## config.mk

```make
export PLATFORM = sky130hd
export DESIGN_NAME = sysid_read_arbiter
export DESIGN_NICKNAME = d
export VERILOG_FILES = /design/src/rtl/sysid_read_arbiter.sv
export SDC_FILE = /design/constraint.sdc
export NUM_CORES = 1
export LEC_CHECK = 0
export BUFFER_PORTS_ARGS = -buffer_cell sky130_fd_sc_hd__buf_2
export CORE_MARGIN = 2
export CORE_UTILIZATION = 40
export CTS_CLUSTER_DIAMETER = 100
export DETAILED_ROUTE_END_ITERATION = 8
export PLACE_DENSITY = 0.69
export RECOVER_POWER = 25
export SLEW_MARGIN = 20
export SYNTH_ARGS = -nofsm -noshare
export SYNTH_HDL_FRONTEND = slang
export SYNTH_SLANG_ARGS = --single-unit
```

## constraint.sdc

```tcl
create_clock -name clock -period 1.9 [get_ports clock]
set_clock_uncertainty 0.15 [all_clocks]
set_input_delay 0.285 -clock clock [delete_from_list [all_inputs] [get_ports clock]]
set_output_delay 0.285 -clock clock [all_outputs]
set_load 0.02 [all_outputs]
```

## src/rtl/sysid_read_arbiter.sv

```systemverilog
// Two-requester round-robin read arbiter in front of a SysID slave (timestamp/ID words).
// Define SYSID_CHECK_EN to build the sticky ID-word mismatch detector.
module sysid_read_arbiter #(
  parameter logic [31:0] EXPECTED_ID = 32'h6073820E
) (
  input  logic        clock,
  input  logic        reset,
  input  logic        req0,
  input  logic        req1,
  input  logic        addr0,
  input  logic        addr1,
  output logic        valid0,
  output logic        valid1,
  output logic [31:0] rdata,
  output logic        busy,
  output logic        sysid_address,
  input  logic [31:0] sysid_readdata,
  output logic [15:0] read_count,
  output logic        id_mismatch,
  output logic [1:0]  fsm_state
);

  // Handshake: a requester raises reqN (with addrN) and holds it until validN;
  // validN is a one-cycle pulse with rdata valid, and reqN must drop on the edge
  // ending that pulse, otherwise the next IDLE cycle starts a new transaction.
  typedef enum logic [1:0] {
    IDLE = 2'd0,
    READ = 2'd1,
    DONE = 2'd2
  } state_t;

  state_t      state;
  logic        ptr;
  logic        winner;
  logic        grant1;
  logic [15:0] count_q;

  // Requester 1 wins when alone, or on a tie when the pointer names it.
  assign grant1     = req1 & (~req0 | ptr);
  assign read_count = count_q;
  assign fsm_state  = state;

  always_ff @(posedge clock) begin
    if (reset) begin
      state         <= IDLE;
      ptr           <= 1'b0;
      winner        <= 1'b0;
      sysid_address <= 1'b0;
      rdata         <= 32'h0;
      valid0        <= 1'b0;
      valid1        <= 1'b0;
      busy          <= 1'b0;
      count_q       <= 16'h0;
    end else begin
      case (state)
        IDLE: begin
          if (req0 | req1) begin
            winner        <= grant1;
            sysid_address <= grant1 ? addr1 : addr0;
            busy          <= 1'b1;
            state         <= READ;
          end
        end
        READ: begin
          rdata  <= sysid_readdata;
          valid0 <= ~winner;
          valid1 <= winner;
          state  <= DONE;
        end
        DONE: begin
          valid0  <= 1'b0;
          valid1  <= 1'b0;
          busy    <= 1'b0;
          count_q <= count_q + 16'd1;
          ptr     <= ~winner;
          state   <= IDLE;
        end
        default: begin
          valid0 <= 1'b0;
          valid1 <= 1'b0;
          busy   <= 1'b0;
          state  <= IDLE;
        end
      endcase
    end
  end

`ifdef SYSID_CHECK_EN
  // Sticky: once a bad ID word has been seen only reset clears it.
  always_ff @(posedge clock) begin
    if (reset) begin
      id_mismatch <= 1'b0;
    end else if (state == READ && sysid_address && sysid_readdata != EXPECTED_ID) begin
      id_mismatch <= 1'b1;
    end
  end
`else
  logic unused_expected_id;
  assign unused_expected_id = ^EXPECTED_ID;
  assign id_mismatch        = 1'b0;
`endif

endmodule

```

---- After elaboration in Yosys (flattened, before gate mapping) ----
Index checks and enable logic that the tools add are counted.
word-level totals
  output and inout port bits .............. 55
  flip-flop bits (word level) ............. 56
  input port bits ......................... 38
operators by class
  reductions and logical operators ........ 3
  equal/unequal tests ..................... 3
  muxes and demuxes ....................... 7
  add/subtract/negate cells ............... 1
  bitwise gates (word level) .............. 6
operators with widths
  cell                   count
  $add 16x1->16 const B  1
  $pmux 1 s2             3
  $pmux 2 s2             1
  $reduce_and 2->1       2
  $not 1->1              3
  $eq 2x1->1 const B     1
  $eq 2x2->1 const B     1
  $logic_not 2->1        1
  $mux 1                 2
  $mux 2                 1
  $ne 2x2->1 const B     1
  $or 1x1->1             2
  $and 1x1->1            1

---- Longest topological paths before layout ----
Gate-level depths: netlist of run 1.
  word-level depth ........................ 4
  mapped depth ............................ 6

---- Worst setup path before layout of run 1 ----
Ideal clock, no wire load.
  path type ............................... reg2reg
  start point ............................. reg count_q[4], in the netlist read_count[4]
  end point ............................... reg count_q[15], in the netlist read_count[15]
  path slack .............................. 128 ps
  stages on the path, launching flop included .. 6
  arrival time ............................ 1552 ps
  path buffers ............................ 1
  cells stage by stage .................... dfxtp_1 -> and4_1 -> buf_4 -> nand3_4 -> or4_1 -> a21oi_1
between the ends
  longest elaborated chain between the ends .. 1
RTL lines
  element                 RTL line  RTL
  from (decl)             36        logic [15:0] count_q;
  from (signal assigned)  74        count_q <= count_q + 16'd1;
  $add 16x1->16           74
No other way between the ends.
A chain may end at the register's enable or synchronous reset.

---- Final worst setup path of run 1 ----
  start point ............................. reg count_q[5], in the netlist read_count[5]
  end point ............................... reg count_q[15], in the netlist read_count[15]
Same word-level chain as after synthesis.

==> results of run 1 <==
flip-flops by register name, indices dropped and copies added (netlist names):
name           cells
valid0             1
rdata             32
winner             1
read_count        16
fsm_state          2
busy               1
sysid_address      1
valid1             1
ptr                1
cells in the mapped netlist, types with 2 or more instances:
master / n
and4_1: 2
nand2_1: 70
nor3_1: 2
nand4_1: 4
a21oi_1: 41
xor2_1: 9
o21ai_0: 5
buf_4: 2
mux2i_1: 2
buf_6: 2
dfxtp_1: 56
clkbuf_1: 13
inv_1: 2
nand3_1: 7
nand2b_1: 2
nor2_1: 15
or3_1: 3
worst max-delay path, delay by kind of cell, from the launching register on:
family / cells / cell delay, ps
AO/OA/AOI/OAI: 1 / 140
AND/OR/NAND/NOR: 3 / 990
flip-flops: 1 / 410
logic make-up after synthesis:
group	Yosys count	share of synthesized area [%]
buffers and inverters	20	4.56
adder cells (fa/ha/maj)	1	0.584
XOR/XNOR	10	4.09
AO/OA/AOI/OAI	50	12.2
other	1	0.175
multiplexers	2	0.935
flip-flops	56	52.3
AND/OR/NAND/NOR	116	25.1
how the worst min path moves through the flow:
stage	start	to	slack, ps	depth (start not counted)
global route	sysid_readdata[14]	rdata[14]$_SDFFE_PP0N_	50	3
floorplan	sysid_readdata[6]	rdata[6]$_SDFFE_PP0N_	270	2
detailed placement	rdata[17]$_SDFFE_PP0N_	rdata[17]$_SDFFE_PP0N_	290	2
finish	sysid_readdata[14]	rdata[14]$_SDFFE_PP0N_	60	3
global placement	rdata[5]$_SDFFE_PP0N_	rdata[5]$_SDFFE_PP0N_	290	2
CTS	sysid_readdata[14]	rdata[14]$_SDFFE_PP0N_	50	3
cell type report:
type,instances,share of cell area (%)
clock buffers,6,2.63
clock inverters,2,1.27
inverters,2,0.272
multi-input cells,180,33.5
flip-flops and latches,56,40.7
well taps,70,3.18
repair buffers,99,18.4
report_power, final:
| group | total [mW] | switching, mW | internal (mW) |
|---|---|---|---|
| clock | 0.753 | 0.362 | 0.392 |
| combinational | 0.326 | 0.206 | 0.120 |
| sequential | 1.26 | 0.0268 | 1.23 |
through the flow:
stage | cells | total power [mW] | util [%]
global route | 415 | 2.46 | 53.6
floorplan | 256 | 1.49 | -
finish | 415 | 2.34 | 53.6
global placement | 407 | 1.62 | 52.1
detailed placement | 407 | 1.62 | 52.1
CTS | 415 | 2.39 | 54.2
metal layers:
| layer | wire length, um | share of wire, % |
|---|---|---|
| met1 | 2160 | 46 |
| met2 | 2170 | 46 |
| met3 | 327 | 7.0 |
| met4 | 29 | 0.62 |
| met5 | 0 | 0 |
==> flow_metrics.py, run 1 <==
metrics = {
    "run_status": {
        "status": "finished, final reports clean",
    },
    "critical_path": {
        "crit_end": "read_count[15]$_SDFFE_PP0N_",
        "cp-start-kind": "flip-flop",
        "cp.required_ps": 1990,
        "critPathKind": "reg -> reg",
        "rr_startpoint": "read_count[5]$_SDFFE_PP0N_",
        "r2r_end": "read_count[15]$_SDFFE_PP0N_",
        "crit_chain": "and4_1 > nand3_4 > or4_1 > a21oi_1",
        "reg2reg_slack_ps": 140,
        "worstSetupEndpointType": "flip-flop",
        "cp_slowest_cell": "or4_1",
        "r2r_cells": 4,
        "cp.arrival_ps": 1850,
        "crit_start": "read_count[5]$_SDFFE_PP0N_",
        "slowest_delay_ps": 510,
        "crit_fanout": 6,
    },
    "clock_tree": {
        "clkLatencyLatePin_ps": 300,
        "cts_root_buffer": "clkbuf_8",
        "cts_htree_levels": 2,
        "ctsHoldBuffers": 0,
        "post-cts-setup-buffers": 0,
        "clkSlewWorstSetupHoldPaths_ps": 90,
        "cts_tree": "done",
        "ctsResizeCount": 0,
        "clock_sinks": 56,
        "cts_buffers": 5,
        "clk_path_buf_depth": 2,
    },
    "job": {
        "cap_violations": 0,
    },
    "global_route": {
        "grt_overflow_total": 0,
        "met1_usage_pct": 20.2,
        "grt_max_degree": 29,
        "grt_pass1_wl_mm": 8.11,
        "antenna_found_initial": 0,
        "track_usage_pct": 16.4,
        "grt_pass1_vias": 1837,
        "use_met3_pct": 5.06,
        "grt_most_used_layer": "met2",
        "grt_use_met2_pct": 28.2,
    },
    "timing": {
        "hold_violations": 0,
        "tns_ps": 0,
        "relSlewSlack_pct": 63.1,
        "whs_ps": 57.3,
        "worst_slew_pin_slew_ps": 548,
        "slew_viol_final": 0,
        "setup_slack_ps": 136,
        "finalCritPeriodShare_pct": 92.8,
        "rsz0062_at_grt": "false",
        "fmax_mhz": 567,
        "timing.final.crit_period_ps": 1760,
        "final-setup-viol-count": 0,
    },
    "floorplan": {
        "die_h_um": 77.2,
        "dieArea_um2": 5960,
        "initial_core_util_pct": 41.7,
        "die_w_um": 77.2,
        "rows": 26,
        "core_area_um2": 5140,
        "num_io_pins": 93,
    },
    "final_layout": {
        "final_common_cell": "nand2_1",
        "diodes": 0,
        "final-seq-area_um2": 1120,
        "mostFrequentLayoutCells": "nand2_1, buf_2, dfxtp_1",
        "final_area_um2": 2760,
        "n_fill_cell": 535,
        "syn2layout_area_growth_pct": 28.6,
        "final_nets": 383,
        "multi_input_area_um2": 923,
        "drive_gt1_share_pct": 25.5,
    },
    "synth": {
        "synth.yosys.seq_area_share_pct": 52.3,
        "netlist_area_um2": 2140,
        "syn_nets": 295,
        "yosys_warnings": 0,
        "synth_area_leaders": "dfxtp_1, nand2_1, a21oi_1",
        "syn_area_per_cell_um2": 8.37,
        "synth_top_area_share_pct": 52.3,
        "synthCells": 256,
        "synth.distinct_cells": 36,
        "synthFlopType": "dfxtp_1",
        "ys_ff_latch": 56,
        "synth-edff-count": 0,
        "async_flop_share_pct": 0,
        "yosysTopAreaCell": "dfxtp_1",
    },
    "place": {
        "preCtsSetupSlack_ps": 175,
        "place_area_um2": 2680,
        "port-buffer-count": 91,
        "hpwl_mm": 3.45,
        "gp_congestion": 0.868,
    },
    "routing": {
        "drt_pass1_iterations": 4,
        "drt-initial-drc-count": 81,
        "wirelength_mm": 4.69,
        "vias": 1936,
        "antenna_left": 0,
        "drc": 0,
        "post_drt_wl_per_cell_um": 11.3,
        "routed_via_density": 4.67,
    },
    "min_path": {
        "holdCritPathClass": "in -> reg",
    },
    "pwr": {
        "cellLeakagePower_nw": 1.18,
        "irDropWorstVdd_uv": 503,
        "power_density_nw_per_um2": 848,
    },
}
Power figures use the tool's default switching activity.
==> run 2, diff against run 1 <==
- CORE_UTILIZATION: 40 -> 47
- PLACE_DENSITY: 0.69 -> 0.79
==> run 2 against run 1 <==
Effect of this change:
- utilization grew 8.0 points
- combinational power is 4% lower
- final area shrank 2.0%
- die area is 14% lower
- setup slack gained 16 ps
- non-clock buffer count down 2
- sequential share of layout area increased by 0.83 points
- sequential power barely moved
- global-route usage is 2.4 points higher
- critical path depth stayed put
- critical endpoint unchanged
- largest cell class unchanged
==> flow_metrics.py, run 2 (synthesized netlist as in run 1, its figures left out) <==
metrics = {
    "run_status": {
        "status": "finished, final reports clean",
    },
    "floorplan": {
        "die_h_um": 71.5,
        "num_io_pins": 93,
        "rows": 24,
        "core_area_um2": 4380,
        "dieArea_um2": 5110,
        "die_w_um": 71.5,
        "initial_core_util_pct": 48.9,
    },
    "routing": {
        "wirelength_mm": 4.67,
        "routed_via_density": 4.92,
        "vias": 1944,
        "antenna_left": 0,
        "post_drt_wl_per_cell_um": 11.8,
        "drc": 0,
        "drt_pass1_iterations": 4,
        "drt-initial-drc-count": 47,
    },
    "final_layout": {
        "drive_gt1_share_pct": 25.9,
        "finish.utilization_pct": 61.6,
        "regMostFlops": "rdata",
        "syn2layout_area_growth_pct": 26.1,
        "mostFrequentLayoutCells": "nand2_1, buf_2, dfxtp_1",
        "final_nets": 381,
        "largest_register_ffs": 32,
        "diodes": 0,
        "final_common_cell": "nand2_1",
    },
    "clock_tree": {
        "cts_tree": "done",
        "cts_htree_levels": 2,
        "ctsResizeCount": 0,
        "clkLatencyLatePin_ps": 300,
        "clk_path_buf_depth": 2,
        "cts_root_buffer": "clkbuf_8",
        "cts_buffers": 5,
        "clock_sinks": 56,
        "ctsHoldBuffers": 0,
        "clkSlewWorstSetupHoldPaths_ps": 100,
        "post-cts-setup-buffers": 0,
    },
    "place": {
        "port-buffer-count": 91,
        "gp_congestion": 0.732,
        "hpwl_mm": 3.30,
    },
    "timing": {
        "fmax_mhz": 572,
        "hold_violations": 0,
        "final-setup-viol-count": 0,
        "finalCritPeriodShare_pct": 92.0,
        "worst_slew_pin_slew_ps": 574,
        "timing.final.crit_period_ps": 1750,
        "tns_ps": 0,
        "rsz0062_at_grt": "false",
        "relSlewSlack_pct": 61.7,
        "slew_viol_final": 0,
    },
    "global_route": {
        "grt_use_met2_pct": 34.6,
        "antenna_found_initial": 0,
        "grt_most_used_layer": "met2",
        "grt_pass1_vias": 1842,
        "grt_overflow_total": 0,
        "grt_max_degree": 42,
        "use_met3_pct": 6.05,
        "met1_usage_pct": 21.0,
        "track_usage_pct": 18.9,
        "grt_pass1_wl_mm": 7.79,
    },
    "critical_path": {
        "critPathKind": "reg -> reg",
        "crit_fanout": 6,
        "r2r_end": "read_count[15]$_SDFFE_PP0N_",
        "path_buf_inv": 0,
        "rr_startpoint": "read_count[5]$_SDFFE_PP0N_",
        "crit_chain": "and4_1 > nand3_4 > or4_1 > a21oi_1",
        "slowest_delay_ps": 500,
        "r2r_cells": 4,
        "cp_slowest_cell": "or4_1",
        "worstSetupEndpointType": "flip-flop",
        "cp.depth": 4,
        "cp-start-kind": "flip-flop",
        "crit_start": "read_count[5]$_SDFFE_PP0N_",
        "cp.required_ps": 1990,
        "crit_end": "read_count[15]$_SDFFE_PP0N_",
        "reg2reg_slack_ps": 150,
        "crit_family": "simple AND/OR/NAND/NOR gates",
        "cp.arrival_ps": 1830,
    },
    "pwr": {
        "irDropWorstVdd_uv": 440,
        "power_density_nw_per_um2": 831,
        "cellLeakagePower_nw": 1.16,
    },
    "job": {
        "cap_violations": 0,
    },
    "min_path": {
        "holdCritPathClass": "in -> reg",
    },
}
run 2: routing by layer:
layer / vias up / part of all wire (%)
met5: - / 0
met4: 0 / 0.73
met3: 2 / 7.3
met2: 59 / 48
met1: 871 / 44
li1: 1012 / -
run 2: worst min-delay path by stage:
stage	start	endpoint	slack, ps	depth (start not counted)
floorplan	sysid_readdata[6]	rdata[6]$_SDFFE_PP0N_	270	2
global placement	rdata[6]$_SDFFE_PP0N_	rdata[6]$_SDFFE_PP0N_	290	2
detailed placement	sysid_address$_SDFFE_PP0P_	sysid_address$_SDFFE_PP0P_	290	2
CTS	sysid_readdata[18]	rdata[18]$_SDFFE_PP0N_	50	3
global route	sysid_readdata[3]	rdata[3]$_SDFFE_PP0N_	50	3
finish	sysid_readdata[22]	rdata[22]$_SDFFE_PP0N_	50	3
run 2: report_power, final:
part           total, mW  switching (mW)  internal, mW
Combinational      0.312           0.201         0.111
Clock              0.675           0.379         0.296
Sequential          1.26          0.0278          1.23
run 2: cell type report:
class | instances | area [um2]
clock buffer | 6 | 82.6
clock inverter | 2 | 15.0
fill | 418 | 1680
inverter | 2 | 7.51
multi-input combinational | 180 | 923
sequential | 56 | 1120
tap | 52 | 65.1
timing repair buffer | 97 | 485
run 2: stage by stage:
stage	instance area, um2	power [mW]	cells	worst slack (ps)	hold WS (ps)
after global routing	2700	2.34	395	24.7	54.1
final	2700	2.24	395	152	53.2
after global placement	2630	1.60	387	206	288
after CTS	2730	2.28	395	147	45.5
after detailed placement	2630	1.61	387	173	294
after floorplan	2140	1.49	256	128	271
run 2: tightest hold or removal path: stages:
cell and delay, ps:
buf_2 90, nand2_1 40, a21oi_1 50
==> run 3, diff against run 2 <==
--- a/config.mk
+++ b/config.mk
@@ -13,4 +13,5 @@
 export PLACE_DENSITY = 0.79
 export RECOVER_POWER = 25
+export SKIP_CTS_REPAIR_TIMING = 1
 export SLEW_MARGIN = 20
 export SYNTH_ARGS = -nofsm -noshare
==> constraint.sdc (replaced) <==
create_clock -name clock -period 1.9 [get_ports clock]
set_clock_uncertainty 0.15 [all_clocks]
set_input_delay 0 -clock clock [delete_from_list [all_inputs] [get_ports clock]]
set_output_delay 0 -clock clock [all_outputs]
set_load 0.02 [all_outputs]
==> run 3 against run 2 <==
Effect of this change:
- global-route usage shrank 0.12 points
- flip-flop and latch count is the same
- utilization grew 7.4 points
- critical path type unchanged
- largest cell class unchanged
==> flow_metrics.py, run 3 (synthesized netlist as in run 1, its figures left out) <==
metrics = {
    "routing": {
        "drc": 0,
        "post_drt_wl_per_cell_um": 12.8,
        "routed_via_density": 4.95,
        "antenna_left": 0,
        "drt-initial-drc-count": 75,
        "vias": 2127,
        "drt_pass1_iterations": 4,
        "wirelength_mm": 5.52,
    },
    "floorplan": {
        "die_h_um": 71.5,
        "core_area_um2": 4380,
        "num_io_pins": 93,
        "initial_core_util_pct": 48.9,
        "dieArea_um2": 5110,
        "rows": 24,
        "die_w_um": 71.5,
    },
    "final_layout": {
        "regMostFlops": "rdata",
        "final-seq-area_um2": 1120,
        "syn2layout_area_growth_pct": 41.1,
        "largest_register_ffs": 32,
        "n_fill_cell": 377,
        "final_area_um2": 3020,
        "drive_gt1_share_pct": 22.2,
        "final_nets": 417,
        "final_common_cell": "nand2_1",
        "mostFrequentLayoutCells": "nand2_1, buf_2, dfxtp_1",
        "finish.utilization_pct": 68.9,
        "multi_input_area_um2": 923,
        "final_cells": 430,
        "diodes": 0,
    },
    "pwr": {
        "irDropWorstVdd_uv": 455,
        "p_total_mw": 2.24,
        "power_density_nw_per_um2": 742,
        "cellLeakagePower_nw": 1.29,
    },
    "global_route": {
        "grt_max_degree": 34,
        "antenna_found_initial": 0,
        "track_usage_pct": 18.8,
        "grt_pass1_wl_mm": 7.84,
        "grt_pass1_vias": 1868,
        "grt_overflow_total": 0,
    },
    "timing": {
        "timing.final.crit_period_ps": 1790,
        "tns_ps": 0,
        "hold_violations": 0,
        "finalCritPeriodShare_pct": 94.0,
        "slew_viol_final": 0,
        "rsz0062_at_grt": "false",
        "worst_slew_pin_slew_ps": 588,
        "final-setup-viol-count": 0,
        "relSlewSlack_pct": 60.8,
        "fmax_mhz": 560,
    },
    "critical_path": {
        "crit_family": "simple AND/OR/NAND/NOR gates",
        "slowest_delay_ps": 510,
        "cp.required_ps": 1980,
        "crit_chain": "and4_1 > nand3_4 > or4_1 > a21oi_1",
        "cp-start-kind": "flip-flop",
        "crit_fanout": 6,
        "worstSetupEndpointType": "flip-flop",
        "cp.arrival_ps": 1870,
        "critPathKind": "reg -> reg",
        "cp_slowest_cell": "or4_1",
        "path_buf_inv": 0,
    },
    "place": {
        "dp_cells": 388,
        "port-buffer-count": 91,
        "place_area_um2": 2630,
        "gp_congestion": 0.737,
        "hpwl_mm": 3.36,
    },
    "clock_tree": {
        "cts_root_buffer": "clkbuf_8",
        "clkSlewWorstSetupHoldPaths_ps": 90,
        "clkLatencyLatePin_ps": 300,
        "cts_buffers": 5,
        "cts_htree_levels": 2,
        "clock_sinks": 56,
        "clk_path_buf_depth": 2,
        "cts_tree": "done",
    },
    "run_status": {
        "status": "finished, final reports clean",
    },
    "min_path": {
        "holdCritPathClass": "in -> reg",
    },
    "job": {
        "cap_violations": 0,
    },
}
## run 3: changes by cell type in the layout (fill, tap and decap cells not counted)
cell,change
clkbuf_8,-1
dlygate4sd3_1,+35
clkinvlp_4,-1
clkinv_2,+1
buf_4,+2
clkbuf_1,+5
buf_2,-5
buf_12,-1
## run 3: layout make-up
class,count,area share (%)
Multi-Input combinational cell,180,30.5
Sequential cell,56,37.1
Timing Repair Buffer,133,27.3
Tap cell,52,2.15
Clock buffer,5,2.28
Clock inverter,2,0.414
Inverter,2,0.248
## run 3: power breakdown
part	switching (mW)	total, mW	internal (mW)
sequential	0.0293	1.26	1.23
clock	0.360	0.611	0.250
combinational	0.219	0.373	0.155
total	0.608	2.24	1.63
## run 3: per-stage QoR
step / setup slack (ps) / hold WS, ps
after global routing: 28.0 / 48.2
after floorplan: 128 / -14.0
final: 113 / 0.0553
after global placement: 199 / 89.0
after detailed placement: 146 / 96.8
after CTS: 119 / -231
## run 3: worst min-delay path, delay by kind of cell
| family | cells | cell delay, ps |
|---|---|---|
| simple gates | 1 | 130 |
| buf+inv | 1 | 90 |
| compound gates | 1 | 200 |
## run 3: worst paths after layout
kind	from	endpoint	slack (ps)	cells after the start
worst max-delay path	read_count[6]$_SDFFE_PP0N_	read_count[15]$_SDFFE_PP0N_	110	4
worst min-delay path	req0	fsm_state[0]$_SDFFE_PP0P_	0.06	3
worst max register to register	read_count[6]$_SDFFE_PP0N_	read_count[15]$_SDFFE_PP0N_	110	4
worst min register to register	rdata[6]$_SDFFE_PP0N_	rdata[6]$_SDFFE_PP0N_	310	2
## run 3: metal layers
metal | track usage [%] | wire length [um] | part of all wire [%] | up-vias
met4 | 6.29 | 111 | 2.0 | 0
met3 | 6.33 | 345 | 6.2 | 10
met1 | 21.4 | 2260 | 41 | 962
met2 | 32.8 | 2810 | 51 | 74
met5 | 0 | 0 | 0 | -
li1 | - | - | - | 1081
